`src/rtl/decoder_scan_nto2n_if.sv`:
```
// Bus bundle for the scanning N-to-2^N decoder: select/mode/trigger inputs in,
// one-hot strobe plus sweep status out.
interface decoder_scan_nto2n_if #(
    parameter int SEL_W = 4
);
    logic [SEL_W-1:0]      sel_in;
    logic                  en_in;
    logic [1:0]            mode_in;
    logic                  start_in;
    logic [(1<<SEL_W)-1:0] out;
    logic [SEL_W-1:0]      idx_out;
    logic                  busy_out;
    logic                  done_out;

    modport master (
        output sel_in, en_in, mode_in, start_in,
        input  out, idx_out, busy_out, done_out
    );

    modport slave (
        input  sel_in, en_in, mode_in, start_in,
        output out, idx_out, busy_out, done_out
    );
endinterface

```
`src/rtl/decoder_scan_nto2n.sv`:
```
// Registered N-to-2^N one-hot decoder with direct, continuous-scan and
// single-sweep modes; every output comes straight from a flop.
module decoder_scan_nto2n #(
    parameter int SEL_W      = 4,
    parameter int ACTIVE_LOW = 1,
    parameter int DWELL      = 1
) (
    input logic                 clk,
    input logic                 rst,
    decoder_scan_nto2n_if.slave bus
);
    localparam int NOUT = 1 << SEL_W;
    localparam int DW   = (DWELL > 1) ? $clog2(DWELL) : 1;
    localparam logic [DW-1:0] DWELL_LAST = DW'(DWELL - 1);
    localparam logic POL = (ACTIVE_LOW != 0);

    localparam logic [1:0] MODE_DIRECT = 2'b00;
    localparam logic [1:0] MODE_SCAN   = 2'b01;
    localparam logic [1:0] MODE_SWEEP  = 2'b10;

    typedef enum logic [1:0] {
        IDLE  = 2'd0,
        SCAN  = 2'd1,
        SWEEP = 2'd2
    } state_t;

    state_t           state_q, state_d;
    logic [1:0]       mode_q;
    logic [SEL_W-1:0] idx_q, idx_d;
    logic [DW-1:0]    dwell_q, dwell_d;
    logic             busy_q, busy_d;
    logic             done_q, done_d;
    logic [NOUT-1:0]  out_q, out_d;
    logic             show_d;
    logic             enabled;
    logic             dwell_end;

    assign enabled   = !bus.en_in;
    assign dwell_end = (dwell_q == DWELL_LAST);

    always_comb begin
        state_d = state_q;
        idx_d   = idx_q;
        dwell_d = dwell_q;
        busy_d  = busy_q;
        done_d  = 1'b0;
        show_d  = 1'b0;
        if (bus.mode_in != mode_q) begin
            // mode change aborts whatever was running, silently
            state_d = IDLE;
            idx_d   = '0;
            dwell_d = '0;
            busy_d  = 1'b0;
        end else begin
            case (state_q)
                IDLE: begin
                    case (mode_q)
                        MODE_DIRECT: begin
                            if (enabled) begin
                                idx_d  = bus.sel_in;
                                show_d = 1'b1;
                            end
                        end
                        MODE_SCAN: begin
                            state_d = SCAN;
                            idx_d   = '0;
                            dwell_d = '0;
                            show_d  = enabled;
                        end
                        MODE_SWEEP: begin
                            if (bus.start_in) begin
                                state_d = SWEEP;
                                idx_d   = bus.sel_in;
                                dwell_d = '0;
                                busy_d  = 1'b1;
                                show_d  = enabled;
                            end
                        end
                        default: idx_d = '0;
                    endcase
                end
                SCAN: begin
                    if (enabled) begin
                        show_d = 1'b1;
                        if (dwell_end) begin
                            dwell_d = '0;
                            idx_d   = idx_q + SEL_W'(1);
                        end else begin
                            dwell_d = dwell_q + DW'(1);
                        end
                    end
                end
                SWEEP: begin
                    // disabled cycles freeze idx/dwell, so done can only fire when enabled
                    if (enabled) begin
                        if (!dwell_end) begin
                            dwell_d = dwell_q + DW'(1);
                            show_d  = 1'b1;
                        end else if (idx_q == '1) begin
                            dwell_d = '0;
                            state_d = IDLE;
                            busy_d  = 1'b0;
                            done_d  = 1'b1;
                        end else begin
                            dwell_d = '0;
                            idx_d   = idx_q + SEL_W'(1);
                            show_d  = 1'b1;
                        end
                    end
                end
                default: state_d = IDLE;
            endcase
        end
    end

    // one comparator per output bit keeps the result one-hot or all-idle by construction
    for (genvar i = 0; i < NOUT; i++) begin : g_dec
        assign out_d[i] = (show_d && (idx_d == SEL_W'(i))) ^ POL;
    end

    always_ff @(posedge clk) begin
        if (rst) begin
            state_q <= IDLE;
            mode_q  <= MODE_DIRECT;
            idx_q   <= '0;
            dwell_q <= '0;
            busy_q  <= 1'b0;
            done_q  <= 1'b0;
            out_q   <= {NOUT{POL}};
        end else begin
            state_q <= state_d;
            mode_q  <= bus.mode_in;
            idx_q   <= idx_d;
            dwell_q <= dwell_d;
            busy_q  <= busy_d;
            done_q  <= done_d;
            out_q   <= out_d;
        end
    end

    assign bus.out      = out_q;
    assign bus.idx_out  = idx_q;
    assign bus.busy_out = busy_q;
    assign bus.done_out = done_q;
endmodule

```
`src/flat_wrapper.sv`:
```
// flat-port wrapper written by rule: the top's interface ports become plain ports
module decoder_scan_nto2n_flat 
#(
    parameter int SEL_W      = 4,
    parameter int ACTIVE_LOW = 1,
    parameter int DWELL      = 1
)
  (clk, rst, bus_sel_in, bus_en_in, bus_mode_in, bus_start_in, bus_out, bus_idx_out, bus_busy_out, bus_done_out);
  decoder_scan_nto2n_if #(.SEL_W(SEL_W)) bus_i ();
  input logic clk;
  input logic rst;
  input wire logic [$bits(bus_i.sel_in)-1:0] bus_sel_in;
  input wire logic [$bits(bus_i.en_in)-1:0] bus_en_in;
  input wire logic [$bits(bus_i.mode_in)-1:0] bus_mode_in;
  input wire logic [$bits(bus_i.start_in)-1:0] bus_start_in;
  output wire logic [$bits(bus_i.out)-1:0] bus_out;
  output wire logic [$bits(bus_i.idx_out)-1:0] bus_idx_out;
  output wire logic [$bits(bus_i.busy_out)-1:0] bus_busy_out;
  output wire logic [$bits(bus_i.done_out)-1:0] bus_done_out;
  assign bus_i.sel_in = bus_sel_in;
  assign bus_i.en_in = bus_en_in;
  assign bus_i.mode_in = bus_mode_in;
  assign bus_i.start_in = bus_start_in;
  assign bus_out = bus_i.out;
  assign bus_idx_out = bus_i.idx_out;
  assign bus_busy_out = bus_i.busy_out;
  assign bus_done_out = bus_i.done_out;
  decoder_scan_nto2n #(.SEL_W(SEL_W), .ACTIVE_LOW(ACTIVE_LOW), .DWELL(DWELL)) u_core (.clk(clk), .rst(rst), .bus(bus_i));
endmodule
```
`config.mk`:
```
export PLATFORM = sky130hd
export DESIGN_NAME = decoder_scan_nto2n_flat
export DESIGN_NICKNAME = d
export VERILOG_FILES = /design/src/rtl/decoder_scan_nto2n_if.sv /design/src/rtl/decoder_scan_nto2n.sv /design/src/flat_wrapper.sv
export SDC_FILE = /design/constraint.sdc
export NUM_CORES = 1
export LEC_CHECK = 0
export ABC_AREA = 1
export CAP_MARGIN = 20
export CORE_MARGIN = 3
export CORE_UTILIZATION = 49
export CTS_CLUSTER_DIAMETER = 40
export DETAILED_ROUTE_END_ITERATION = 6
export PLACE_DENSITY_LB_ADDON = 0.05
export SYNTH_ARGS = -nofsm -noshare
export SYNTH_HDL_FRONTEND = slang
export SYNTH_SLANG_ARGS = --single-unit
```
`constraint.sdc`:
```
create_clock -name clk -period 1.67 [get_ports clk]
set_input_delay 0.167 -clock clk [delete_from_list [all_inputs] [get_ports clk]]
set_output_delay 0.167 -clock clk [all_outputs]
set_load 0.005 [all_outputs]
```
==> run metrics, run 1 <==
status=completed; Avg Synthesized Cell Area=7.13 um^2; GP Congestion=0.957; syn_nets=approximately 210; worst-skew pair later-pin latency=around 320 ps; DRC viols=0; static leakage power=0.847 nW; row cnt=18; initial antenna violation count=0; Crit Path Category=reg2out; Post-CTS Hold Fix Bufs=0; nets@finish=roughly 250; fraction of layout cells with a size suffix above 1=between 20% and 30%; largest net degree at the start of global routing=15; Clock Power Share=between 20% and 30%; FMAX=634 MHz; Post-CTS Setup Bufs=0; area grow syn2layout=32.0%; final worst-path cycle share=94.4%; average wire per standard cell=~12 um; total of max-cap violations=0; crit path max fanout=5; placed insts=265; type of the worst min-delay path=in2reg; Sink Count=26; pwr dens=626 nW/um^2; total track usage=between 20% and 30%; Filler cells=232; Critical Path RT=~1500 ps; HPWL Detailed=2700 um; vias per std cell=between 4 and 5; min Tclk post-route=1580 ps; P_sw=0.311 mW; VDD IR max=about 0.00080 V; vias in the first global route=between 1k and 1.5k; post-synthesis sequential area ratio=between 30% and 40%; die height=~60 um; startpoint types=register; Net Sw Frac=between 20% and 30%; Async SR Flop Fraction=0%; Slew Limit Headroom=between 70% and 80%; Mapped Cells=197; total power=~1.2 mW; Critical Path End Type=output port; DRT antenna net count=0; Final Max Tran Viols=0; drt pass-1 iters=4; die width=a little under 60 um; Ports=32; Cell Count, Final, Fillers Out=about 270; Setup WS post-layout=~93 ps; Seq cells post-synth=26; first-pass GRT wire length=roughly 5600 um; most used flip-flop cell after synthesis=dfxtp_1; Die Area=approximately 3500 um^2; post_cts resized=0; number of DRC markers in iteration 0=between 50 and 60; yosys warns=0; largest cells by area after synthesis=dfxtp_1 (37%), nand2_1 (18%), nand3_2 (5.7%); Power Internal=about 0.85 mW; worst slew pin tran=between 300 and 400 ps; clk buf depth=2; Worst EP arrival=~1400 ps; Final Hold Viols=0; Initial Util=between 50% and 60%; Synth area leader=dfxtp_1; root buf cell=clkbuf_4; Core Footprint=around 2600 um^2; clock transition at the registers of the reported paths=130 ps; post-route design area=about 1900 um^2; Reg power frac=between 50% and 60%; TritonCTS clock tree=built; hold slack=about 400 ps; most frequent cell after synthesis=nand2_1; mapped cell area=1400 um^2; Place WS=-128 ps; H-Tree Depth=1; routed via count=about 1.3k; # diodes=0; placed inst area=1790 um^2; DRT Wirelength=approximately 3300 um; total CTS buffers=3; I/O Buffers=31; skew final=approximately 7.7 ps; final setup fails=0; top cells by count, synth=nand2_1 (67), dfxtp_1 (26), inv_1 (19); Synth cell types=25; post-synth top area share=a little under two fifths; Post-synth EDFFs=0; total grt overflow=0; combinational power share=between 10% and 20%
final timing paths:
| kind | from | endpoint | slack (ps) | depth (start not counted) |
|---|---|---|---|---|
| worst max-delay path | u_core.bus.idx_out[0] | bus_idx_out[0] | 90 | 2 |
| worst min-delay path | bus_mode_in[0] | u_core.mode_q[0] | 400 | 3 |
| worst max register to register | u_core.mode_q[0] | u_core.bus.out[13] | 100 | 7 |
| worst min register to register | u_core.bus.busy_out | u_core.bus.busy_out | 470 | 2 |
sequential cells by signal, summed over array words and instances (netlist names):
register and count:
u_core.bus.busy_out 1, u_core.bus.done_out 1, u_core.bus.idx_out 4, u_core.bus.out 16, u_core.mode_q 2, u_core.state_q 2
cell families after synthesis:
family	count (synthesis)	share of synthesized area (%)
flops	26	37.1
buf+inv	29	9.80
compound gates	12	6.06
simple gates	128	45.5
fa+ha+maj	1	0.891
xor+xnor	1	0.624
through the flow:
step	setup TNS, ps	util [%]
after floorplan	0	-
after global placement	-1500	69.0
after detailed placement	-1580	69.0
after CTS	0	70.4
after global routing	-36.7	71.5
final	0	71.5
metal layers:
| layer | share of wire [%] | vias up | track usage, % |
|---|---|---|---|
| met2 | 45 | 47 | 31.5 |
| met4 | 0.99 | 0 | 4.11 |
| met3 | 6.7 | 4 | 4.36 |
| met1 | 47 | 591 | 30.5 |
| met5 | 0 | - | 0 |
| li1 | - | 694 | - |
cell usage in the layout (no fill, tap or decap):
cell,netlist,layout
a21oi_1,5,4
a21oi_2,0,1
a221oi_1,1,1
a31oi_1,1,1
buf_4,0,9
clkbuf_4,0,3
clkbuf_8,0,1
clkdlybuf4s50_1,0,31
dfxtp_1,26,26
ha_4,0,1
inv_1,19,19
inv_2,7,7
inv_6,1,1
nand2_1,67,67
nand2_2,9,9
nand2_4,1,1
nand3_1,12,12
nand3_2,8,7
nand3_4,0,1
nand4_1,1,1
nor2_1,15,15
nor2_2,9,8
nor2_4,5,6
nor3_1,1,1
o211ai_1,1,1
o21ai_0,2,2
o21ai_2,1,1
o21bai_4,1,1
xnor2_1,1,1
worst max-delay path, cell delays in order (launching register included):
cell and delay (ps):
dfxtp_1 400, buf_4 160, clkdlybuf4s50_1 530
power groups by stage:
stage,logic [mW],clock network [mW],registers [mW]
2_1_floorplan,0.137,0,0.649
3_3_place_gp,0.199,0,0.649
3_5_place_dp,0.201,0,0.649
4_1_cts,0.203,0.321,0.636
5_1_grt,0.227,0.356,0.639
6_report,0.205,0.317,0.637
area by class of cell:
class	count	area, um^2	share of cell area, %
flip-flops and latches	26	520	28.1
inverters	27	106	5.74
repair buffers	40	378	20.4
multi-input cells	142	774	41.8
clock buffers	4	36.3	1.96
well taps	30	37.5	2.03
Note: power is estimated with default switching activity, not from simulation.
==> inputs of run 2 (changes only) <==
--- a/config.mk
+++ b/config.mk
@@ -7,7 +7,7 @@
 export LEC_CHECK = 0
 export ABC_AREA = 1
 export CAP_MARGIN = 20
-export CORE_MARGIN = 3
+export CORE_MARGIN = 4
 export CORE_UTILIZATION = 49
 export CTS_CLUSTER_DIAMETER = 40
 export DETAILED_ROUTE_END_ITERATION = 6
==> run 2 against run 1 <==
Die area increased by 6.8%. Clock-buffer cell count shrank 1. Register-to-register slack better by 40 ps. Sequential share of layout area hardly changed. Fmax rose by 2.8%. Critical path type is now reg2reg.
==> run metrics, run 2 (synthesized netlist as in run 1, its figures left out) <==
root buf cell=clkbuf_4 (unchanged); Initial Util=50.9% (was 54.2%); number of DRC markers in iteration 0=73 (was 53); total track usage=19.3% (was 20.8%); fraction of layout cells with a size suffix above 1=25.6% (was 23.8%); largest net degree at the start of global routing=14 (was 15); worst-skew pair later-pin latency=310 ps (was 320 ps); startpoint types=register (unchanged); Multi-input gate area=766 um^2 (was 774 um^2); routed via count=1347 (was 1336); worst stage delay on the critical path=360 ps (was 530 ps); die height=61.5 um (was 59.5 um); FMAX=652 MHz (was 634 MHz); reg2reg path depth=10 (was 7); sequential cell area=524 um^2 (was 520 um^2); Final Max Tran Viols=0 (unchanged); final worst-path cycle share=91.8% (was 94.4%); Sink Count=26 (unchanged); total CTS buffers=3 (unchanged); clk buf depth=2 (unchanged); Hold Path Stages=3 (unchanged); clock transition at the registers of the reported paths=120 ps (was 130 ps); Core Footprint=2760 um^2 (was 2590 um^2); row cnt=19 (was 18); hold slack=417 ps (was 403 ps); Slew Limit Headroom=82.2% (was 79.9%); ordered cell list for the critical path=ha_4 > nand3_4 > buf_4 > nand2_1 > nand2_1 > nor2_1 > nor2_2 > nand3_2 > nor2_2 > nand2_1 (was buf_4 > clkdlybuf4s50_1); # diodes=0 (unchanged); DRC viols=0 (unchanged); Die Area=3790 um^2 (was 3540 um^2); TritonCTS clock tree=built (unchanged); type of the worst min-delay path=in2reg (unchanged); final setup fails=0 (unchanged); RSZ-0062 raised after global routing=no; commonest non-fill, non-tap cell in the layout=nand2_1 (unchanged); total of max-cap violations=0 (unchanged); vias per std cell=4.93 (was 4.97); DRT antenna net count=0 (unchanged); area grow syn2layout=32.9% (was 32.0%); HPWL Detailed=2720 um (was 2700 um); Final Hold Viols=0 (unchanged); Setup WS post-layout=137 ps (was 93.1 ps); Crit Path Category=reg2reg (was reg2out); VDD IR max=0.000817 V (was 0.000798 V); Slowest-stage cell, CP=dfxtp_2 (was clkdlybuf4s50_1); drt pass-1 iters=4 (unchanged); worst slew pin tran=267 ps (was 301 ps); most frequent cells in the layout=nand2_1 (67), clkdlybuf4s50_1 (31), dfxtp_1 (23) (was nand2_1 (67), clkdlybuf4s50_1 (31), dfxtp_1 (26)); GP Congestion=0.884 (was 0.957); average wire per standard cell=12.1 um (was 12.4 um); first-pass GRT wire length=5420 um (was 5550 um); Critical Path End Type=register (was output port); vias in the first global route=1205 (was 1195); die width=61.5 um (was 59.5 um); Filler cells=244 (was 232); Critical Path RT=1880 ps (was 1500 ps); Worst EP arrival=1740 ps (was 1410 ps); CP dominant cell by count=nand2_1; Place WS=-77.6 ps (was -128 ps); min Tclk post-route=1530 ps (was 1580 ps); Ports=32 (unchanged); status=completed (unchanged); static leakage power=0.859 nW (was 0.847 nW); total grt overflow=0 (unchanged); I/O Buffers=31 (unchanged); crit path max fanout=8 (was 5); max FFs per register=16 (unchanged); DRT Wirelength=3300 um (was 3350 um); H-Tree Depth=1 (unchanged); initial antenna violation count=0 (unchanged); pwr dens=587 nW/um^2 (was 626 nW/um^2); Post-CTS Hold Fix Bufs=0 (unchanged); skew final=5.03 ps (was 7.71 ps); nets@finish=255 (was 251)
run 2: path summary, 6_finish.rpt:
| kind | startpoint | end | slack [ps] |
|---|---|---|---|
| worst max register to register | u_core.bus.idx_out[1] | u_core.bus.out[11] | 140 |
| worst min-delay path | bus_mode_in[1] | u_core.mode_q[1] | 420 |
| worst min register to register | u_core.bus.busy_out | u_core.bus.busy_out | 490 |
| worst max-delay path | u_core.bus.idx_out[1] | u_core.bus.out[11] | 140 |
run 2: metrics by stage:
stage,cells,setup TNS [ps],total power [mW],utilization (%),instance area (um^2)
floorplan,197,0,0.786,-,1400
global placement,270,-932,0.852,66.0,1820
detailed placement,270,-886,0.856,66.0,1820
CTS,273,0,1.10,66.8,1840
global route,273,0,1.15,67.6,1870
finish,273,0,1.09,67.6,1870
run 2: layout make-up:
class,count,share of cell area [%]
multi-input cells,142,41.0
flip-flops and latches,26,28.1
repair buffers,44,21.9
inverters,27,5.70
well taps,31,2.08
clock buffers,3,1.21
run 2: critical path, delay by kind of cell, from the launching register on:
family	cells	cell delay, ps
buffers and inverters	1	120
flip-flops	1	360
adder cells (fa/ha/maj)	1	180
AND/OR/NAND/NOR	8	760
run 2: repair_timing:
| action | 4_1_cts | 5_1_grt |
|---|---|---|
| gates resized for setup | 0 | 6 |
| setup endpoints to repair | 0 | 16 |
| buffers inserted | 0 | 0 |
run 2: per-layer routing:
| metal | wire length (um) | GRT usage [%] | part of all wire [%] |
|---|---|---|---|
| met5 | 0 | 0 | 0 |
| met3 | 235 | 3.98 | 7.1 |
| met1 | 1470 | 27.2 | 45 |
| met4 | 29 | 4.55 | 0.88 |
| met2 | 1560 | 30.0 | 47 |
run 2: where the power goes:
part           switching [mW]  internal, mW
clock                   0.166        0.0844
combinational           0.118        0.0889
sequential            0.00862         0.628
total                   0.293         0.801
